### src/rtl/alu_seq_pkg.sv
// alu_seq_pkg: op codes, shifter modes, flag indices and FSM states shared by the ALU.
package alu_seq_pkg;
  localparam logic [3:0] OP_ADD   = 4'b0000;
  localparam logic [3:0] OP_SUB   = 4'b0001;
  localparam logic [3:0] OP_SLL   = 4'b0010;
  localparam logic [3:0] OP_SRL   = 4'b0011;
  localparam logic [3:0] OP_SRA   = 4'b0100;
  localparam logic [3:0] OP_ROL   = 4'b0101;
  localparam logic [3:0] OP_MUL   = 4'b0110;
  localparam logic [3:0] OP_PASSB = 4'b0111;
  localparam logic [3:0] OP_OR    = 4'b1000;
  localparam logic [3:0] OP_XOR   = 4'b1010;
  localparam logic [3:0] OP_AND   = 4'b1100;
  localparam logic [3:0] OP_PASSA = 4'b1110;
  localparam logic [1:0] SH_SLL = 2'd0;
  localparam logic [1:0] SH_SRL = 2'd1;
  localparam logic [1:0] SH_SRA = 2'd2;
  localparam logic [1:0] SH_ROL = 2'd3;
  localparam int F_Z = 2;
  localparam int F_N = 1;
  localparam int F_C = 0;
  typedef enum logic [1:0] {S_IDLE, S_MUL, S_DONE} state_e;
endpackage

### src/rtl/alu_seq_shift.sv
// barrel_shift_p: combinational SLL/SRL/SRA/ROL with the last bit shifted out as carry.
module barrel_shift_p
  import alu_seq_pkg::*;
#(
  parameter int WIDTH = 8,
  localparam int SHW = $clog2(WIDTH)
) (
  input  logic [WIDTH-1:0] a_i,
  input  logic [SHW-1:0]   amt_i,
  input  logic [1:0]       mode_i,
  output logic [WIDTH-1:0] res_o,
  output logic             c_o
);
  logic [WIDTH-1:0] sll_r, srl_r, sra_r, rol_r;
  logic sll_c, srl_c, sra_c;
  // One guard bit beyond the result catches the last bit out; it reads 0 when amt is 0.
  assign {sll_c, sll_r} = {1'b0, a_i} << amt_i;
  assign {srl_r, srl_c} = {a_i, 1'b0} >> amt_i;
  assign {sra_r, sra_c} = $signed({a_i, 1'b0}) >>> amt_i;
  assign rol_r = (a_i << amt_i) | (a_i >> (WIDTH - int'(amt_i)));
  always_comb begin
    res_o = mode_i == SH_SLL ? sll_r : mode_i == SH_SRL ? srl_r : mode_i == SH_SRA ? sra_r : rol_r;
    c_o   = mode_i == SH_SLL ? sll_c : mode_i == SH_SRL ? srl_c : mode_i == SH_SRA ? sra_c : (|amt_i & rol_r[0]);
  end
endmodule

### src/rtl/alu_seq.sv
// alu_seq: registered WIDTH-bit ALU with Z/N/C flags, shift-add MUL and valid/ready on both sides.
module alu_seq
  import alu_seq_pkg::*;
#(
  parameter int WIDTH = 8,
  localparam int SHW = $clog2(WIDTH)
) (
  input  logic             clk_in,
  input  logic             rst_in,
  input  logic             valid_in,
  output logic             ready_out,
  input  logic [3:0]       op_in,
  input  logic [WIDTH-1:0] acc_in,
  input  logic [WIDTH-1:0] src_in,
  output logic             valid_out,
  input  logic             ready_in,
  output logic [WIDTH-1:0] res_out,
  output logic [2:0]       flags_out
);
  state_e state_q, state_d;
  logic [WIDTH-1:0] a_q, a_d, b_q, b_d, res_q, res_d, sh_r, alu_r;
  logic [2:0] flags_q, flags_d;
  logic [SHW-1:0] cnt_q, cnt_d;
  logic [2*WIDTH-1:0] psum_q, psum_d, psum_nx;
  logic [WIDTH:0] add_s, sub_s;
  logic sh_c, alu_c, accept;

  function automatic logic [2:0] mk_flags(input logic [WIDTH-1:0] r, input logic c);
    mk_flags = '0;
    mk_flags[F_Z] = ~|r;
    mk_flags[F_N] = r[WIDTH-1];
    mk_flags[F_C] = c;
  endfunction

  assign ready_out = state_q == S_IDLE || (state_q == S_DONE && ready_in);
  assign accept    = valid_in & ready_out;
  assign valid_out = state_q == S_DONE;
  assign res_out   = res_q;
  assign flags_out = flags_q;
  assign add_s = {1'b0, acc_in} + {1'b0, src_in};
  assign sub_s = {1'b0, acc_in} + {1'b0, ~src_in} + {{WIDTH{1'b0}}, 1'b1};
  assign psum_nx = psum_q + (b_q[cnt_q] ? {{WIDTH{1'b0}}, a_q} << cnt_q : '0);

  barrel_shift_p #(.WIDTH(WIDTH)) u_shift (
    .a_i   (acc_in),
    .amt_i (src_in[SHW-1:0]),
    .mode_i(op_in[1:0] - 2'd2),
    .res_o (sh_r),
    .c_o   (sh_c)
  );

  always_comb begin
    case (op_in)
      OP_ADD:                         {alu_c, alu_r} = add_s;
      OP_SUB:                         {alu_c, alu_r} = sub_s;
      OP_SLL, OP_SRL, OP_SRA, OP_ROL: {alu_c, alu_r} = {sh_c, sh_r};
      OP_PASSB:                       {alu_c, alu_r} = {1'b0, src_in};
      OP_OR:                          {alu_c, alu_r} = {1'b0, acc_in | src_in};
      OP_XOR:                         {alu_c, alu_r} = {1'b0, acc_in ^ src_in};
      OP_AND:                         {alu_c, alu_r} = {1'b0, acc_in & src_in};
      OP_PASSA:                       {alu_c, alu_r} = {1'b0, acc_in};
      default:                        {alu_c, alu_r} = {1'b0, acc_in};
    endcase
  end

  always_comb begin
    state_d = state_q;
    a_d     = a_q;
    b_d     = b_q;
    cnt_d   = cnt_q;
    psum_d  = psum_q;
    res_d   = res_q;
    flags_d = flags_q;
    if (state_q == S_MUL) begin
      psum_d = psum_nx;
      cnt_d  = cnt_q + 1'b1;
      // The counter wraps to 0 on the last step because WIDTH is a power of two.
      if (cnt_q == SHW'(WIDTH - 1)) begin
        state_d = S_DONE;
        res_d   = psum_nx[WIDTH-1:0];
        flags_d = mk_flags(psum_nx[WIDTH-1:0], |psum_nx[2*WIDTH-1:WIDTH]);
      end
    end else begin
      if (state_q == S_DONE && ready_in) state_d = S_IDLE;
      if (accept && op_in == OP_MUL) begin
        state_d = S_MUL;
        a_d     = acc_in;
        b_d     = src_in;
        cnt_d   = '0;
        psum_d  = '0;
      end else if (accept) begin
        state_d = S_DONE;
        res_d   = alu_r;
        flags_d = mk_flags(alu_r, alu_c);
      end
    end
  end

  always_ff @(posedge clk_in or posedge rst_in) begin
    if (rst_in) begin
      state_q <= S_IDLE;
      a_q     <= '0;
      b_q     <= '0;
      cnt_q   <= '0;
      psum_q  <= '0;
      res_q   <= '0;
      flags_q <= '0;
    end else begin
      state_q <= state_d;
      a_q     <= a_d;
      b_q     <= b_d;
      cnt_q   <= cnt_d;
      psum_q  <= psum_d;
      res_q   <= res_d;
      flags_q <= flags_d;
    end
  end
endmodule

### config.mk
export PLATFORM = sky130hd
export DESIGN_NAME = alu_seq
export DESIGN_NICKNAME = d
export VERILOG_FILES = /design/src/rtl/alu_seq_pkg.sv /design/src/rtl/alu_seq_shift.sv /design/src/rtl/alu_seq.sv
export SDC_FILE = /design/constraint.sdc
export NUM_CORES = 1
export LEC_CHECK = 0
export CORE_UTILIZATION = 50
export CTS_CLUSTER_SIZE = 40
export DETAILED_ROUTE_END_ITERATION = 16
export PLACE_DENSITY = 0.69
export SLEW_MARGIN = 20
export SYNTH_ARGS = -nofsm -noshare
export SYNTH_HDL_FRONTEND = slang
export SYNTH_SLANG_ARGS = --single-unit
### constraint.sdc
create_clock -name clk_in -period 4.65 [get_ports clk_in]
set_input_delay 0.465 -clock clk_in [delete_from_list [all_inputs] [get_ports clk_in]]
set_output_delay 0.465 -clock clk_in [all_outputs]
set_load 0.02 [all_outputs]
==> Word-level counts from Yosys, hierarchy flattened <==
Cells that the tools add are included.
{ "word_totals": {"register_bits": 48, "latch_bits": 0, "ramBits": 0, "rom_bits": 0, "inputBits": 24, "out_inout_bits": 13, "elab_cells": 93, "n_memories": 0} }
{ "op_classes": {"n_addsub": 7, "n_mul": 0, "div": 0, "order_cmp": 1, "n_eq_ne": 17, "n_shift": 6, "muxes": 28, "bitwise_logic": 8, "n_reduce_logical": 19} }
{ "op_table": {"columns": ["operator", "count"], "rows": [
  ["2-to-1 mux 8 bit", 7],
  ["case mux 8 bit (7 select lines)", 1],
  ["2-to-1 mux 16 bit", 3],
  ["right shift 8 x 32 -> 8 bit", 1],
  ["OR reduction 8 bit", 3],
  ["adder 8 x 8 -> 9 bit", 2],
  ["2-to-1 mux 3 bit", 6],
  ["adder 16 bit", 1],
  ["== test 4 x 3 -> 1 bit, second input constant", 4],
  ["OR 8 bit", 2],
  ["<< shifter 8 x 3 -> 16 bit", 1],
  ["== test 4 bit, second input constant", 3],
  ["2-to-1 mux 2 bit", 5],
  ["adder 9 x 1 -> 9 bit, second input constant", 1],
  ["<< shifter 8 x 3 -> 9 bit", 1],
  ["right shift 9 x 3 -> 9 bit", 1],
  [">>> shifter 9 x 3 -> 9 bit", 1],
  ["bitwise AND 8 bit", 1],
  ["== test 4 x 2 -> 1 bit, second input constant", 2],
  ["inverter 8 bit", 1],
  ["<< shifter 8 x 3 -> 8 bit", 1],
  ["XOR 8 bit", 1],
  ["subtractor 4 x 3 -> 5 bit, first input constant", 1],
  ["== test 2 x 1 -> 1 bit, second input constant", 2],
  ["other kinds (24)", 34]
]} }

==> Logic depth before layout (Yosys ltp) <==
{ "logic_depth": {"depth_word": 12, "mapped_depth": 17, "ltp_nobuf": 15} }

==> Cells and area by module <==
From an unflattened synthesis, not the netlist that was laid out.
{ "unflattened": {"hier_cells": 761, "hier_area_um2": 5745.5} }
{ "by_module_without_submodules": {"columns": ["mod", "n_inst", "cells_each", "area_each_um2", "seq_area_each_um2"], "rows": [
  ["alu_seq", 1, 600, 4606.9, 1176.1],
  ["barrel_shift_p", 1, 161, 1138.6, 0.0]
]} }

==> Worst setup path after synthesis <==
No wires, ideal clock.
{ "synth_path": {"kind": "flip-flop to flip-flop", "from": "reg cnt_q[0]", "to": "reg flags_q[0] (netlist: flags_out[0])", "setup_time_ns": 0.124, "arrival_ns": 3.607, "t_required_ns": 4.526, "path_slack_ns": 0.919, "path_stages_with_launch": 16, "path_buffers": 2, "path_cell_list": "dfrtp_1 > clkbuf_1 > mux4_2 > nand2_1 > and2_1 > clkbuf_1 > a21oi_1 > ha_1 > a2111oi_2 > o21ai_1 > a211oi_2 > nor2_1 > a211o_1 > a21oi_2 > xnor2_1 > o31a_1"} }
{ "synth_via": {"elab_chain_cells": 7, "elab_cells_between_ends": 11, "classes_between": "add/sub: 1; eq/ne: 2; shift: 1; mux: 5; reduce/logical: 2"} }
{ "synth_lines": {"columns": ["element", "line_no", "rtl"], "rows": [
  ["start: declaration", "alu_seq.sv:23", "logic [SHW-1:0] cnt_q, cnt_d;"],
  ["start signal: assignment", "alu_seq.sv:112", "cnt_q <= cnt_d;"],
  ["binary-select mux 1 bit (select 3 bit)", "alu_seq.sv:42", "assign psum_nx = psum_q + (b_q[cnt_q] ? {{WIDTH{1'b0}}, a_q} << cnt_q : '0);"],
  ["2-to-1 mux 1 bit (implied by the code)", "alu_seq.sv:42", null],
  ["2-to-1 mux 16 bit", "alu_seq.sv:42", null],
  ["adder 16 bit", "alu_seq.sv:42", null],
  ["OR reduction 8 bit", "alu_seq.sv:81", "flags_d = mk_flags(psum_nx[WIDTH-1:0], |psum_nx[2*WIDTH-1:WIDTH]);"],
  ["2-to-1 mux 3 bit", "alu_seq.sv:78", "if (cnt_q == SHW'(WIDTH - 1)) begin"],
  ["2-to-1 mux 3 bit", "alu_seq.sv:74", "if (state_q == S_MUL) begin"],
  ["end signal: assignment", "alu_seq.sv:115", "flags_q <= flags_d;"],
  ["end: declaration", "alu_seq.sv:22", "logic [2:0] flags_q, flags_d;"]
]} }
Several ways; a longest one is shown, not always the timed one. The select of a mux whose other input is x is not followed.
A chain may end at the register's enable or synchronous reset.

==> Worst setup path in the final report <==
Same ends and word-level chain as after synthesis.

==> flow_metrics.py <==
metrics = {
    "setup_path": {
        "worstSetupPathType": "register to register",
        "critPathRequiredTime_ns": 4.85,
        "crit_start": "cnt_q[0]$_DFFE_PP0N_",
        "path_max_fanout": 19,
        "r2r_cells": 13,
        "reg2reg_from": "cnt_q[0]$_DFFE_PP0N_",
        "r2r_setup_slack_ns": 0.62,
        "worstSetupStartpointType": "register",
        "endpoint_kind": "register",
        "arrival_ns": 4.23,
        "reg2reg_to": "flags_out[0]$_DFFE_PP0P_",
    },
    "finish": {
        "diodes": 0,
        "layout_commonest_cell": "nand2_1",
        "final_nets": 791,
        "final_cell_mix": "78 x nand2_1, 62 x a21oi_1, 57 x nor2_1",
        "drive_above_1_share_pct": 9.736,
        "syn_to_final_growth_pct": 11.00,
        "design_area_mm2": 0.006135,
    },
    "power": {
        "pwr-share-comb_pct": 55.3,
        "power_switching_share_pct": 45.26,
        "switchingPower_w": 0.001121,
        "seqPwrFrac_pct": 29.9,
        "cellPowerDensity_mw_per_mm2": 403.8,
        "peakVddDrop_mv": 0.2995,
        "finalPower_w": 0.002477,
        "clkPwrFrac_pct": 14.8,
        "p_leak_nw": 2.688,
        "intPower_w": 0.001356,
    },
    "timing": {
        "final.setup.tns_ns": 0,
        "post-route-period-util_pct": 86.65,
        "min_period_ns": 4.029,
        "relSlewSlack_pct": 38.91,
        "drv_slew": 0,
        "timing.fmax_mhz": 248.2,
        "finalSetupViolCount": 0,
        "rsz0062_at_grt": "false",
        "final_hold_viol_count": 0,
        "finClkSkew_ns": 0.005888,
        "worstMarginPinSlew_ns": 0.9134,
    },
    "clock_tree": {
        "htree_levels": 2,
        "cts_sinks": 47,
        "cts_buffers": 5,
        "ctsHoldBuffers": 0,
        "cts_buffer_depth": 2,
        "clockRootBuffer": "clkbuf_8",
        "clock_latency_ns": 0.30,
        "clkSlewWorstSetupHoldPaths_ns": 0.09,
        "post_cts_buffers": 0,
        "cts_tree": "yes",
        "cts_resized": 0,
    },
    "place": {
        "portBuffers": 36,
        "dp_hpwl_mm": 12.64,
        "dpl-instance-area_mm2": 0.006001,
        "gp_congestion": 0.9921,
    },
    "logic_synthesis": {
        "syn_area_per_cell_um2": 7.884,
        "synth_async_sr_flop_share_pct": 100.0,
        "synth.distinct_cells": 79,
        "synth_edf_count": 0,
        "syn_area_mm2": 0.005527,
        "syn_inst": 701,
        "synth-seq-cells": 47,
        "syn-num-nets": 774,
        "ys.flop_type": "dfrtp_1",
        "yosysSeqAreaShare_pct": 21.28,
        "synth-warning-count": 0,
    },
    "worst_hold_path": {
        "holdPathStages": 2,
        "hold_start": "b_q[0]$_DFFE_PP0P_",
        "hp-class": "register to register",
        "hold_end": "b_q[0]$_DFFE_PP0P_",
    },
    "global_route": {
        "track_usage_pct": 29.84,
        "grt_pass1_wl_mm": 26.69,
        "antenna_found_initial": 0,
        "gr-total-overflow": 0,
        "first_global_vias": 5087,
        "grt_max_degree": 48,
    },
    "floorplanning": {
        "initial_core_util_pct": 51.21,
        "io_pins": 37,
        "rows": 38,
        "die_h_um": 107.1,
        "die_area_mm2": 0.01148,
        "die_x_um": 107.1,
        "design.core.area_mm2": 0.01079,
    },
    "detailed_routing": {
        "avgRoutedWirePerCell_um": 19.17,
        "viasPerCell": 6.306,
        "drt_iter0_markers": 458,
        "firstDrtPassIters": 11,
        "drc": 2,
        "ant_nets": 0,
        "vias": 5417,
        "routed_wl_mm": 16.47,
    },
    "run": {
        "max_cap_viol_count": 0,
    },
    "run_status": {
        "violations": "design-rule violations",
        "outcome": "finished with violations",
    },
}
sequential cells by signal (all words and copies together) (netlist names):
signal     flops
flags_out      3
psum_q        16
a_q            8
b_q            8
res_out        7
cnt_q          3
state_q        2
through the flow:
step                util [%]  instances  worst slack (ns)  hold WS, ns
floorplan                  -        701            0.9191       0.4446
global placement       55.60        851            0.7242       0.4673
detailed placement     55.60        851            0.6249       0.4723
CTS                    56.83        859            0.6103       0.4938
global route           56.84        859            0.2935       0.5209
finish                 56.84        859            0.6208       0.4924
cells by family after synthesis:
family | Yosys count | synth area share [%]
adder cells (fa/ha/maj) | 50 | 11.70
AND/OR/NAND/NOR | 226 | 19.31
AO/OA/AOI/OAI | 228 | 26.99
XOR/XNOR | 19 | 3.011
flip-flops | 47 | 21.28
buffers and inverters | 88 | 6.950
multiplexers | 43 | 10.75
layout make-up:
class | count | area (µm²)
clock buffer | 6 | 72.57
clock inverter | 2 | 60.06
fill | 992 | 4658
inverter | 38 | 143.9
multi-input combinational | 566 | 3966
sequential | 47 | 1176
tap | 140 | 175.2
timing repair buffer | 60 | 540.5
worst max-delay path, cell delays in order (launching register included):
cell and delay (ns):
dfrtp_1 0.78, mux4_2 0.59, nand2_1 0.16, and2_1 0.27, a21oi_1 0.07, ha_1 0.37
a2111oi_2 0.38, o21ai_1 0.15, a211oi_2 0.24, nor2_1 0.11, a211o_1 0.28, a21oi_2 0.15
xnor2_1 0.10, o31a_1 0.28
Yosys cell counts (9+ instances only):
library cell | count | share of area (%)
a21oi_1 | 62 | 5.6
buf_2 | 13 | 1.2
clkbuf_1 | 25 | 1.7
dfrtp_1 | 47 | 21
ha_1 | 46 | 10
inv_1 | 33 | 2.2
mux2i_1 | 23 | 4.2
mux4_2 | 11 | 4.5
nand2_1 | 78 | 5.3
nand2b_1 | 9 | 1.0
nand3_1 | 31 | 2.8
nor2_1 | 57 | 3.9
nor3_1 | 13 | 1.2
o21ai_0 | 50 | 4.5
o21ai_1 | 12 | 1.1
xor2_1 | 11 | 1.7
worst max-delay path by stage:
stage	to	slack, ns	cells after the start
detailed placement	flags_out[0]$_DFFE_PP0P_	0.62	13
finish	flags_out[0]$_DFFE_PP0P_	0.62	13
CTS	flags_out[0]$_DFFE_PP0P_	0.61	13
global route	flags_out[0]$_DFFE_PP0P_	0.29	13
global placement	flags_out[0]$_DFFE_PP0P_	0.72	13
floorplan	flags_out[0]$_DFFE_PP0P_	0.92	15
power groups by stage:
stage               clock network, W  logic, W  registers (W)
floorplan                          0  0.000961       0.000711
global placement                   0   0.00133       0.000742
detailed placement                 0   0.00135       0.000752
CTS                         0.000369   0.00136       0.000742
global route                0.000388   0.00151       0.000767
finish                      0.000366   0.00137       0.000742
layer usage:
metal,GRT usage (%),vias to the layer above,routed length (µm)
li1,-,2587,-
met1,39.23,2562,7073
met2,48.71,221,7716
met3,3.040,47,942
met4,14.87,0,733
met5,0,-,0
Power figures use the tool's default switching activity.
